[config.mk]
export PLATFORM = sky130hd
export DESIGN_NAME = uart_tx_from_reg_flat
export DESIGN_NICKNAME = d
export VERILOG_FILES = /design/src/rtl/uart_tx_from_reg_pkg.sv /design/src/rtl/uart_tx_from_reg_if.sv /design/src/rtl/uart_tx_from_reg_baud_tick.sv /design/src/rtl/uart_tx_from_reg.sv /design/src/flat_wrapper.sv
export SDC_FILE = /design/constraint.sdc
export NUM_CORES = 1
export LEC_CHECK = 0
export ABC_CLOCK_PERIOD_IN_PS = 2600
export BUFFER_PORTS_ARGS = -buffer_cell sky130_fd_sc_hd__buf_2
export CORE_MARGIN = 3
export CORE_UTILIZATION = 45
export CTS_CLUSTER_SIZE = 20
export DETAILED_ROUTE_END_ITERATION = 12
export GPL_TIMING_DRIVEN = 0
export MAX_ROUTING_LAYER = met4
export PLACE_DENSITY = 0.73
export SLEW_MARGIN = 20
export SYNTH_ARGS = -nofsm -noshare
export SYNTH_HDL_FRONTEND = slang
export SYNTH_SLANG_ARGS = --single-unit
[constraint.sdc]
create_clock -name i_clk -period 2.6 [get_ports i_clk]
set_input_delay 0 -clock i_clk [delete_from_list [all_inputs] [get_ports i_clk]]
set_output_delay 0 -clock i_clk [all_outputs]
set_load 0.02 [all_outputs]
[src/rtl/uart_tx_from_reg_pkg.sv]
// Shared definitions for the UART transmit path: defaults, FSM encodings, bit-period math.
// Optional build macro UART_TX_PARITY_EN adds an even-parity bit after the data bits.
package uart_tx_from_reg_pkg;

    localparam int unsigned DEF_CLK_FREQ = 100_000_000;
    localparam int unsigned DEF_BAUD     = 9_600;
    localparam int unsigned DEF_WORDSZ   = 8;
    localparam int unsigned STATE_W      = 4;

    typedef enum logic [STATE_W-1:0] {
        ST_IDLE   = 4'd0,
        ST_START  = 4'd1,
        ST_DATA   = 4'd2,
        ST_PARITY = 4'd3,
        ST_STOP   = 4'd4
    } tx_state_e;

    // Integer-truncated clock cycles per UART bit; shared with the receive side.
    function automatic int unsigned calc_clks_per_bit(input int unsigned clk_freq,
                                                      input int unsigned baud);
        return clk_freq / baud;
    endfunction

    function automatic int unsigned cnt_width(input int unsigned n);
        return (n > 1) ? $clog2(n) : 1;
    endfunction

endpackage

[src/rtl/uart_tx_from_reg_if.sv]
// Byte handshake between the byte source (e.g. uart_to_reg BUS) and the UART transmitter.
// Optional build macro UART_TX_PARITY_EN does not affect this interface.
interface uart_tx_from_reg_if #(
    parameter int unsigned WORDSZ = 8
);
    logic [WORDSZ-1:0] din;
    logic              din_valid;
    logic              din_ready;

    modport master (output din, output din_valid, input  din_ready);
    modport slave  (input  din, input  din_valid, output din_ready);
endinterface

[src/rtl/uart_tx_from_reg_baud_tick.sv]
// Bit-period timer: one-cycle tick every CLKS_PER_BIT cycles, held at zero while cleared.
// Optional build macro UART_TX_PARITY_EN does not affect this module.
module uart_tx_from_reg_baud_tick
    import uart_tx_from_reg_pkg::*;
#(
    parameter int unsigned CLK_FREQ = DEF_CLK_FREQ,
    parameter int unsigned BAUD     = DEF_BAUD
) (
    input  logic i_clk,
    input  logic i_rst,
    input  logic i_clr,
    output logic o_tick_c
);

    localparam int unsigned CPB   = calc_clks_per_bit(CLK_FREQ, BAUD);
    localparam int unsigned CNT_W = cnt_width(CPB);

    logic [CNT_W-1:0] r_cnt;
    logic             w_wrap;

    assign w_wrap   = (r_cnt == CNT_W'(CPB - 1));
    assign o_tick_c = w_wrap && !i_clr;

    always_ff @(posedge i_clk) begin
        if (i_rst || i_clr) begin
            r_cnt <= '0;
        end else if (w_wrap) begin
            r_cnt <= '0;
        end else begin
            r_cnt <= r_cnt + CNT_W'(1);
        end
    end

endmodule

[src/rtl/uart_tx_from_reg.sv]
// 8N1 UART transmitter fed by a valid/ready byte handshake; closes the RX->BUS->TX echo path.
// Build macro UART_TX_PARITY_EN inserts an even-parity bit between the data and stop bits.
module uart_tx_from_reg
    import uart_tx_from_reg_pkg::*;
#(
    parameter int unsigned CLK_FREQ = DEF_CLK_FREQ,
    parameter int unsigned BAUD     = DEF_BAUD,
    parameter int unsigned WORDSZ   = DEF_WORDSZ
) (
    input  logic                 i_clk,
    input  logic                 i_rst,
    uart_tx_from_reg_if.slave    bus,
    output logic                 o_txd_pin,
    output logic                 o_busy,
    output logic [STATE_W-1:0]   o_state
);

    localparam int unsigned IDX_W = cnt_width(WORDSZ);

    tx_state_e         r_state;
    tx_state_e         w_state_next;
    logic [WORDSZ-1:0] r_data;
    logic [WORDSZ-1:0] w_data_next;
    logic [IDX_W-1:0]  r_bit_idx;
    logic [IDX_W-1:0]  w_bit_idx_next;
    logic              r_txd;
    logic              w_txd_next;
    logic              r_busy;
    logic              w_tick;
    logic              w_baud_clr;
    logic              w_accept;
    logic              w_last_bit;

    assign bus.din_ready = (r_state == ST_IDLE);
    assign w_accept      = bus.din_valid && bus.din_ready;
    assign w_last_bit    = (r_bit_idx == IDX_W'(WORDSZ - 1));

    assign o_txd_pin = r_txd;
    assign o_busy    = r_busy;
    assign o_state   = r_state;

    uart_tx_from_reg_baud_tick #(
        .CLK_FREQ (CLK_FREQ),
        .BAUD     (BAUD)
    ) u_baud_tick (
        .i_clk    (i_clk),
        .i_rst    (i_rst),
        .i_clr    (w_baud_clr),
        .o_tick_c (w_tick)
    );

    always_ff @(posedge i_clk) begin
        if (i_rst) begin
            r_state <= ST_IDLE;
        end else begin
            r_state <= w_state_next;
        end
    end

    // Each non-idle state lasts exactly one bit period, ended by the baud tick.
    always_comb begin
        w_state_next = r_state;
        case (r_state)
            ST_IDLE:  if (w_accept) w_state_next = ST_START;
            ST_START: if (w_tick)   w_state_next = ST_DATA;
            ST_DATA: begin
                if (w_tick && w_last_bit) begin
`ifdef UART_TX_PARITY_EN
                    w_state_next = ST_PARITY;
`else
                    w_state_next = ST_STOP;
`endif
                end
            end
`ifdef UART_TX_PARITY_EN
            ST_PARITY: if (w_tick) w_state_next = ST_STOP;
`endif
            ST_STOP:  if (w_tick)   w_state_next = ST_IDLE;
            default:  w_state_next = ST_IDLE;
        endcase
    end

    // Line level is chosen from the next state so TXD changes on the same edge as STATE.
    always_comb begin
        w_data_next    = r_data;
        w_bit_idx_next = r_bit_idx;
        w_baud_clr     = 1'b0;
        w_txd_next     = 1'b1;

        case (r_state)
            ST_IDLE: begin
                w_baud_clr = 1'b1;
                if (w_accept) w_data_next = bus.din;
            end
            ST_DATA: begin
                if (w_tick) w_bit_idx_next = w_last_bit ? '0 : r_bit_idx + IDX_W'(1);
            end
            default: ;
        endcase

        case (w_state_next)
            ST_START:  w_txd_next = 1'b0;
            ST_DATA:   w_txd_next = r_data[w_bit_idx_next];
`ifdef UART_TX_PARITY_EN
            ST_PARITY: w_txd_next = ^r_data;
`endif
            default:   w_txd_next = 1'b1;
        endcase
    end

    always_ff @(posedge i_clk) begin
        if (i_rst) begin
            r_data    <= '0;
            r_bit_idx <= '0;
            r_txd     <= 1'b1;
            r_busy    <= 1'b0;
        end else begin
            r_data    <= w_data_next;
            r_bit_idx <= w_bit_idx_next;
            r_txd     <= w_txd_next;
            r_busy    <= (w_state_next != ST_IDLE);
        end
    end

endmodule

[src/flat_wrapper.sv]
// flat-port wrapper written by rule: the top's interface ports become plain ports
module uart_tx_from_reg_flat import uart_tx_from_reg_pkg::*;
#(
    parameter int unsigned CLK_FREQ = DEF_CLK_FREQ,
    parameter int unsigned BAUD     = DEF_BAUD,
    parameter int unsigned WORDSZ   = DEF_WORDSZ
)
  (i_clk, i_rst, o_txd_pin, o_busy, o_state, bus_din, bus_din_valid, bus_din_ready);
  uart_tx_from_reg_if #(.WORDSZ(WORDSZ)) bus_i ();
  input  logic i_clk;
  input  logic i_rst;
  output logic o_txd_pin;
  output logic o_busy;
  output logic [STATE_W-1:0] o_state;
  input wire logic [$bits(bus_i.din)-1:0] bus_din;
  input wire logic [$bits(bus_i.din_valid)-1:0] bus_din_valid;
  output wire logic [$bits(bus_i.din_ready)-1:0] bus_din_ready;
  assign bus_i.din = bus_din;
  assign bus_i.din_valid = bus_din_valid;
  assign bus_din_ready = bus_i.din_ready;
  uart_tx_from_reg #(.CLK_FREQ(CLK_FREQ), .BAUD(BAUD), .WORDSZ(WORDSZ)) u_core (.i_clk(i_clk), .i_rst(i_rst), .bus(bus_i), .o_txd_pin(o_txd_pin), .o_busy(o_busy), .o_state(o_state));
endmodule
==> results.md <==
Die:
- The die covers approximately 0.0040 mm².
- The area of the core is between 0.003 and 0.004 mm².
- The initial core utilization is 0.4758.
- The die extent in y is between 60 and 70 µm.
- The number of top-level pins is 18.
- The row count is 20.
- The die extent in x is ~63 µm.

Timing:
- The setup violation total in the final timing report is 0.
- Setup repair after global routing left no endpoint under its margin.
- The final setup slack of the worst path is between 0.4 and 0.5 ns.
- The max-slew violation count is 0.
- The number of endpoints with negative hold slack in the final report is 0.
- The final critical delay including setup and external delays is between 2 and 2.5 ns.
- The setup TNS after final layout is 0 ns.
- The worst clock skew on the final layout is roughly 0.018 ns.
- Across all hold checks on the routed design, the worst slack comes to between 0.05 and 0.06 ns.
- The post-route fraction of the period consumed by the critical path is 0.8304.
- The highest clock rate is approximately 460 MHz.

Final layout:
- Summing all non-filler instances in the final layout gives an area of 0.001780 mm².
- The ratio of cells with drive above 1 in the final layout is 0.1931.
- The area occupied by multi-input gates is roughly 800 µm².
- Across the whole layout, storage elements account for 620.6 µm².
- The total of fill cells in the finished design is 300.
- The area growth from synthesis to layout is 20.59%.
- The top cell types in the final layout, fill and taps aside, are 31 x sky130_fd_sc_hd__dfxtp_1, 19 x sky130_fd_sc_hd__nor2_1, 18 x sky130_fd_sc_hd__nand2_1, 17 x sky130_fd_sc_hd__buf_2, 16 x sky130_fd_sc_hd__nand3_1.
- The post-layout net count is ~220.
- The most common cell after layout, fill and taps aside is sky130_fd_sc_hd__dfxtp_1.
- The number of inserted diodes is 0.

Worst setup path:
- The required time of the worst setup path is roughly 2.9 ns.
- The worst setup path is captured at a flip-flop.
- The worst register-to-register path has a depth of 6.
- The worst-case register-to-register setup slack is 0.44 ns.
- The worst register-to-register path ends at u_core.r_data[0].
- The start-to-end type of the worst setup path is flip-flop to flip-flop.
- The worst register-to-register path begins at u_core.o_state[0].
- Data arrives at the worst endpoint at roughly 2.4 ns.
- The biggest fanout along the worst timing path is 10.
- The nature of the critical path startpoint is a flip-flop.

Detailed routing:
- The initial detailed-routing violation count is 49.
- The total via count in the routed design is ~1300.
- After detailed routing, the average wire length per cell comes to about 13 µm.
- The count of nets left with antenna violations once routing finished came out at 0.
- The first detailed-routing pass ran for 4 iterations.
- After detailed routing, the number of vias per cell comes to between 5 and 6.
- For this block, the routed nets add up to around 3200 µm of wire.
- The total DRC errors in the routed layout is 0.

Yosys:
- Yosys printed 0 warnings.
- The net count of the mapped netlist is about 180.
- The share of the Yosys chip area taken by registers is 0.4203.
- The area of the mapped netlist is 0.001476 mm².
- After technology mapping, the gate count stands at roughly 170.
- The average cell area after synthesis is a little under 9 µm².
- Synthesis inferred 31 register bits.
- Yosys mapped the design onto 39 distinct sky130hd cell types.

Outcome:
- The run finished with clean final reports.

Place:
- Before CTS, the worst setup slack after placement is 0.5343 ns.
- Input and output buffers added on the ports amount to 16.
- The post-place instance area is between 0.0015 and 0.002 mm².
- The placed wire-length estimate is approximately 2100 µm.
- The routability congestion estimate from global placement is roughly 0.86.

Power:
- Dividing total power by cell area gives a power density of roughly 510 mW/mm².
- The total power draw is about 900 µW.
- The worst supply voltage drop on vdd is ~0.26 mV.
- The static leakage is 0.0006700 µW.

GRT:
- The initial antenna violation count is 0.
- The final global-route overflow total is 0.
- In the global route stage, overall resource usage came out at 0.1786.
- The number of global-route vias before repair is around 1200.
- Entering global routing, the biggest net connects 11 pins.
- The first-pass GRT wire length is between 5000 and 6000 µm.

Clock tree:
- After clock tree synthesis, the clock-pin slew on the worst setup and hold paths is about 0.11 ns.
- The number of levels the H-tree was split into is 2.
- In this run the deepest clock path goes through 2 buffers.
- TritonCTS created 5 clock buffers.
- The count of cells resized by post-cts repair is 0.
- The cell at the root of the clock tree is sky130_fd_sc_hd__clkbuf_4.
- The clock network latency to the later pin of the worst-skew pair is ~0.35 ns.
- The TritonCTS clock tree is done.
- The number of clock sinks is 31.
- In this run the post-CTS setup repair buffer count came out at 0.

Worst hold path:
- The worst hold path depth is 3.
- The path with the worst hold slack has its endpoint at u_core.r_data[5].
- The type of the worst min-delay path is primary input to flip-flop.
- In this run the most critical hold path is launched from bus_din_valid.

Run:
- Across the run, the number of max-cap violations was 0.
-- routing by layer --
layer,track usage,routed length [µm],vias up
li1,-,-,658
met1,0.2007,1453,582
met2,0.2925,1585,23
met3,0.04278,108,7
met4,0.09704,57,0
met5,-,0,-
-- power breakdown --
| group | switching (µW) | internal [µW] | total [µW] |
|---|---|---|---|
| clock network | 168 | 159 | 327 |
| registers | 9.87 | 487 | 497 |
| logic | 41.3 | 34.1 | 75.3 |
| total | 220 | 680 | 900 |
-- cell usage after synthesis (all sizes together) --
| cell | number | area share |
|---|---|---|
| conb | 1 | 0.0025 |
| a21oi | 13 | 0.044 |
| xnor2 | 2 | 0.012 |
| nand4 | 3 | 0.013 |
| nor2b | 2 | 0.0085 |
| o21ai | 3 | 0.010 |
| nor2 | 19 | 0.048 |
| buf | 3 | 0.021 |
| o22ai | 4 | 0.021 |
| or3b | 1 | 0.0076 |
| nor3b | 1 | 0.0051 |
| dfxtp | 31 | 0.42 |
| inv | 2 | 0.0051 |
| o21ba | 4 | 0.027 |
| and4bb | 1 | 0.0085 |
| ha | 3 | 0.025 |
| nand3 | 16 | 0.054 |
| and4 | 3 | 0.021 |
| a21boi | 1 | 0.0076 |
| nor4 | 1 | 0.0042 |
| nand2b | 1 | 0.0042 |
| and3b | 2 | 0.012 |
| clkbuf | 4 | 0.010 |
| a211oi | 2 | 0.010 |
| or3 | 4 | 0.018 |
| nor4b | 1 | 0.016 |
| nand2 | 20 | 0.054 |
| nand4b | 1 | 0.0059 |
| nor3 | 7 | 0.024 |
| a2111oi | 1 | 0.019 |
| xor2 | 8 | 0.047 |
| and3 | 3 | 0.013 |
-- worst max path at each step --
stage | startpoint | to | slack [ns] | depth (start not counted)
finish | u_core.o_state[0] | u_core.r_data[0] | 0.44 | 6
global route | u_core.o_state[0] | u_core.r_data[0] | 0.35 | 6
CTS | u_core.o_state[0] | u_core.r_data[0] | 0.44 | 6
detailed placement | u_core.u_baud_tick.r_cnt[0] | u_core.o_txd_pin | 0.53 | 10
global placement | u_core.u_baud_tick.r_cnt[0] | u_core.o_txd_pin | 0.60 | 10
floorplan | u_core.u_baud_tick.r_cnt[0] | u_core.o_busy | 0.72 | 7
-- registers in the layout (all words and copies together) (netlist names) --
| register | flops |
|---|---|
| u_core.r_data | 8 |
| u_core.o_txd_pin | 1 |
| u_core.o_busy | 1 |
| u_core.u_baud_tick.r_cnt | 14 |
| u_core.r_bit_idx | 3 |
| u_core.o_state | 4 |
-- critical path, cell delays in order, from the launching register on --
cell and delay, ns:
sky130_fd_sc_hd__dfxtp_1 0.40, sky130_fd_sc_hd__nor4_1 0.48, sky130_fd_sc_hd__buf_2 0.30, sky130_fd_sc_hd__nand2_2 0.16, sky130_fd_sc_hd__nand2_1 0.12, sky130_fd_sc_hd__a21oi_1 0.06
sky130_fd_sc_hd__dlygate4sd3_1 0.55
-- cells by family after synthesis --
logic type	Yosys count	synth area share
AOI/OAI and AO/OA	28	0.1390
xor gates and xnor gates	10	0.05933
adders and majority gates	3	0.02543
buffers and inverters	9	0.03643
DFF	31	0.4203
other	1	0.002540
and+or+nand+nor	86	0.3170
-- metrics by stage --
stage | utilization | cells
2_1_floorplan | - | 168
3_3_place_gp | 0.5194 | 228
3_5_place_dp | 0.5194 | 228
4_1_cts | 0.5738 | 246
5_1_grt | 0.5738 | 246
6_report | 0.5738 | 246
-- repair_timing --
action                                  in CTS  in global routing
endpoints found under the setup margin       0                  0
hold endpoints to repair                    11                  0
hold buffers                                10                  0
-- area by class of cell --
| cell class | count | area share |
|---|---|---|
| Buffer | 7 | 0.02600 |
| Clock buffer | 8 | 0.03865 |
| Inverter | 2 | 0.004216 |
| Multi-Input combinational cell | 128 | 0.4505 |
| Sequential cell | 31 | 0.3486 |
| Tap cell | 44 | 0.03092 |
| Timing Repair Buffer | 26 | 0.1012 |
(Power assumes the default switching activity.)
